===== config.mk =====
export PLATFORM = sky130hd
export DESIGN_NAME = decoder
export DESIGN_NICKNAME = d
export VERILOG_FILES = /design/src/rtl/decoder.sv
export SDC_FILE = /design/constraint.sdc
export NUM_CORES = 1
export LEC_CHECK = 0
export ABC_AREA = 1
export ABC_CLOCK_PERIOD_IN_PS = 800
export BUFFER_PORTS_ARGS = -buffer_cell sky130_fd_sc_hd__buf_4
export CORE_AREA = 2 2 39 41
export CTS_CLUSTER_SIZE = 12
export DETAILED_ROUTE_END_ITERATION = 10
export DIE_AREA = 0 0 41 43
export PLACE_DENSITY = 0.54
export RECOVER_POWER = 50
export SLEW_MARGIN = 25
export SYNTH_ARGS = -nofsm -noshare
export SYNTH_HDL_FRONTEND = slang
export SYNTH_SLANG_ARGS = --single-unit
export TNS_END_PERCENT = 100

===== constraint.sdc =====
create_clock -name clock -period 0.8 [get_ports clock]
set_input_delay 0.16 -clock clock [delete_from_list [all_inputs] [get_ports clock]]
set_output_delay 0.16 -clock clock [all_outputs]
set_load 0.1 [all_outputs]

===== src/rtl/decoder.sv =====
// Registered one-hot cell decoder: sel 0..8 -> en1..en9, one cycle latency, no handshake.
// Optional sel_invalid output (sel >= 9) under DECODER_INVALID_EN.
module decoder #(
  parameter int NCELLS = 9,
  parameter int SEL_W  = 4
) (
  input  logic             clock,
  input  logic             reset,
  input  logic [SEL_W-1:0] sel,
  output logic             en1,
  output logic             en2,
  output logic             en3,
  output logic             en4,
  output logic             en5,
  output logic             en6,
  output logic             en7,
  output logic             en8,
  output logic             en9
`ifdef DECODER_INVALID_EN
  ,
  output logic             sel_invalid
`endif
);

  logic [NCELLS-1:0] en_d, en_q;

  // An X/Z sel never matches any cell, so simulation falls back to all-zero enables.
  always_comb begin
    en_d = '0;
    for (int k = 0; k < NCELLS; k++) begin
      if (sel == SEL_W'(k)) begin
        en_d[k] = 1'b1;
      end
    end
  end

  always_ff @(posedge clock or posedge reset) begin
    if (reset) begin
      en_q <= '0;
    end else begin
      en_q <= en_d;
    end
  end

  assign en1 = en_q[0];
  assign en2 = en_q[1];
  assign en3 = en_q[2];
  assign en4 = en_q[3];
  assign en5 = en_q[4];
  assign en6 = en_q[5];
  assign en7 = en_q[6];
  assign en8 = en_q[7];
  assign en9 = en_q[8];

`ifdef DECODER_INVALID_EN
  logic sel_invalid_d, sel_invalid_q;

  always_comb begin
    sel_invalid_d = (sel >= SEL_W'(NCELLS));
  end

  always_ff @(posedge clock or posedge reset) begin
    if (reset) begin
      sel_invalid_q <= 1'b0;
    end else begin
      sel_invalid_q <= sel_invalid_d;
    end
  end

  assign sel_invalid = sel_invalid_q;
`endif

endmodule


After elaboration in Yosys (flattened, before gate mapping)
Index checks and enable logic that the tools add are counted.
W data, S select, Z words.
{ "op_classes": {"mux": 9, "n_reduce_logical": 1, "eq_ne": 8} }
{ "ops": {"columns": ["cell", "n"], "rows": [
  ["$eq A4 B3 Y1 const B", 4],
  ["$mux W1", 9],
  ["$eq A4 B2 Y1 const B", 2],
  ["$eq A4 B1 Y1 const B", 1],
  ["$eq A4 B4 Y1 const B", 1],
  ["$logic_not A4 Y1", 1]
]} }
{ "word_totals": {"output_inout_bits": 9, "reg_bits": 9, "inputBits": 6, "elab_cells": 19} }

Logic depth before layout (Yosys ltp)
{ "depth": {"word_depth": 2, "depth_mapped": 3, "mapped_depth_nobuf": 3} }

Worst setup path after synthesis
OpenSTA, ideal clock, no wires.
{ "synth_path": {"path_kind": "reg2out", "startpoint": "register en_q[0]", "endpoint": "output port en1", "arrival_ns": 0.883, "required_time_ns": 0.640, "path_stages_with_launch": 1, "path_buffers": 0, "setup_slack_ns": -0.243, "path_cell_list": "dfrtp_1"} }
{ "synth_lines": {"columns": ["item", "line", "text"], "rows": [
  ["from (decl)", "25", "logic [NCELLS-1:0] en_d, en_q;"],
  ["from (signal assigned)", "41", "en_q <= en_d;"],
  ["to (decl)", "10", "output logic en1,"]
]} }
No word-level cell between the ends.

Final worst setup path
{ "layout_path": {"startpoint": "register en_q[1]", "endpoint": "output port en2"} }
{ "layout_lines": {"columns": ["item", "line", "text"], "rows": [
  ["to (decl)", "11", "output logic en2,"]
]} }
No word-level cell between the ends.

==> results.json <==
{
  "post-route-min-period_ns": 1.063,
  "slowest_delay_ns": 0.48,
  "synthTopCellsByArea": "dfrtp_1 (72%), nor2_1 (11%), nand2_2 (6.0%), nand2_1 (4.8%), inv_2 (3.6%)",
  "cts_buffers": 3,
  "period_share": 1.328,
  "cts_sinks": 9,
  "ys_ff_latch": 9,
  "p_leak_nw": 0.2739,
  "avgSynthCellArea_um2": 10.38,
  "grtUsageMet3": 0.03141,
  "grt_max_degree": 10,
  "portBuffers": 14,
  "critical_path_required_ns": 0.64,
  "drcViolationCount": 0,
  "wl_per_cell_um": 8.062,
  "cp_max_fo": 1,
  "fmax_mhz": 941.0,
  "drtAntennaViolNets": 0,
  "hold_viol_final": 0,
  "die_area_um2": 1763,
  "ys_types": 6,
  "die_h_um": 43,
  "yosysWarnings": 0,
  "regMostFlops": "en_q",
  "synthXorXnorAreaFrac": 0,
  "gr-usage-met2": 0.1156,
  "synth_compound_area_frac": 0,
  "gr-total-overflow": 0,
  "drt-initial-drc-count": 1,
  "die_x_um": 41,
  "yosysTopAreaCell": "dfrtp_1",
  "slowest_stage": "dfrtp_4",
  "antenna_cells": 0,
  "setup_viol": 9,
  "fin_nets": 56,
  "cp_cell_sequence": "buf_12",
  "cts_buffer_depth": 2,
  "ys_async_sr_fraction": 1.000,
  "cts-root-buf": "clkbuf_4",
  "synth_area_um2": 311.5,
  "post-cts-setup-buffers": 0,
  "drt_wl_total_um": 524,
  "syn2layout_area_growth_pct": 95.98,
  "layout-drive-gt1-share": 0.5714,
  "vdd_drop_max_mv": 0.5461,
  "clkTransAtPathRegs_ns": 0.06,
  "fp-row-count": 14,
  "antenna_found_initial": 0,
  "tightest_slew_ns": 0.3115,
  "reg.largest.list": "en_q (9)",
  "grt_pass1_wl_um": 1035,
  "synthCells": 30,
  "hold_class": "primary input to flop",
  "drt_first_pass_iters": 2,
  "power_density_nw_per_um2": 1661,
  "top_usage_layer": "met2",
  "seq_area_frac_synth": 0.7229,
  "dpl_worst_slack_ns": -0.03426,
  "outcome": "complete, but fails checks",
  "dp_hpwl_um": 416.6,
  "synth_top_area_frac": 0.7229,
  "slew_violations": 0,
  "end_kind": "output pin",
  "synth_edf_count": 0,
  "max-cap-violations": 0,
  "gp_congestion": 0.6928,
  "io_pins": 15,
  "initial_utilization": 0.2251,
  "use_met1": 0.1104,
  "cts_max_level": 1,
  "synth_simple_gate_area_frac": 0.2169,
  "rsz0062_at_grt": "yes",
  "synth_top_family_by_area": "simple AND/OR/NAND/NOR gates",
  "num_vias": 247,
  "finalWorstSetupSlack_ns": -0.2627,
  "synthTopCellsByCount": "dfrtp_1 (9), nor2_1 (9), nand2_1 (4)",
  "violations": "setup timing",
  "synthAdderAreaFrac": 0,
  "ys.flop_type": "dfrtp_1",
  "grt_pass1_vias": 245,
  "tns_ns": -2.324,
  "largest_reg_flops": 9,
  "crit_buf_inv": 1,
  "syn-num-nets": 36,
  "synth_mux_area_frac": 0,
  "critPathKind": "flop to output pin",
  "startpoint_type": "flop",
  "cp_top_family": "flip-flops",
  "vias_per_cell": 3.800,
  "relSlewSlack": 0.7921,
  "cts_tree": "built",
  "core_um2": 1384,
  "track_usage": 0.09248,
  "cp.arrival_ns": 0.90
}
routing by layer:
metal | up-vias | routed length (um)
li1 | 124 | -
met1 | 110 | 225
met2 | 11 | 263
met3 | 2 | 22
met4 | 0 | 12
met5 | - | 0
cell families after synthesis:
logic type / count (synthesis)
buf+inv: 5
flops: 9
simple gates: 16
final cells by class:
cell class / instances / area [um^2]
repair buffers: 15 / 224.0
flip-flops and latches: 9 / 259.0
well taps: 16 / 20.02
fillers: 132 / 773.2
multi-input cells: 16 / 62.56
clock buffers: 4 / 26.28
inverters: 5 / 18.77
path summary, 6_finish.rpt:
kind                       cells past startpoint  slack [ns]  startpoint       to
min in group asynchronous                      3        0.42       reset  en_q[7]
max                                            1       -0.26     en_q[1]      en2
max in group asynchronous                      3        0.11       reset  en_q[3]
min                                            3        0.15      sel[3]  en_q[8]
where the power goes:
group          switching, mW  internal (mW)  leakage (nW)
Clock                  0.141          0.191        0.0150
Combinational          0.129         0.0705         0.152
Sequential           0.00931          0.474         0.107
stage by stage:
| step | power (mW) | cell area (um^2) | hold slack [ns] | utilization | std cells |
|---|---|---|---|---|---|
| 5_1_grt | 1.070 | 610.6 | 0.1652 | 0.4412 | 65 |
| 4_1_cts | 1.036 | 619.3 | 0.1432 | 0.4476 | 65 |
| 3_5_place_dp | 0.6598 | 470.5 | 0.1420 | 0.3400 | 60 |
| 6_report | 1.014 | 610.6 | 0.1540 | 0.4412 | 65 |
| 3_3_place_gp | 0.6581 | 470.5 | 0.1385 | 0.3400 | 60 |
| 2_1_floorplan | 0.6097 | 345.3 | -0.01189 | - | 30 |
cells in the final DEF (no fill, tap or decap), drive strengths merged:
cell type and n:
buf 12, clkbuf 6, dfrtp 9, dlygate4sd3 1, inv 5, nand2 7
nor2 9
what timing repair did:
action	in CTS	in global routing
hold endpoints to repair	9	0
endpoints found under the setup margin	9	9
gates resized for setup	27	0
hold buffers	1	0
(Power assumes the default switching activity.)
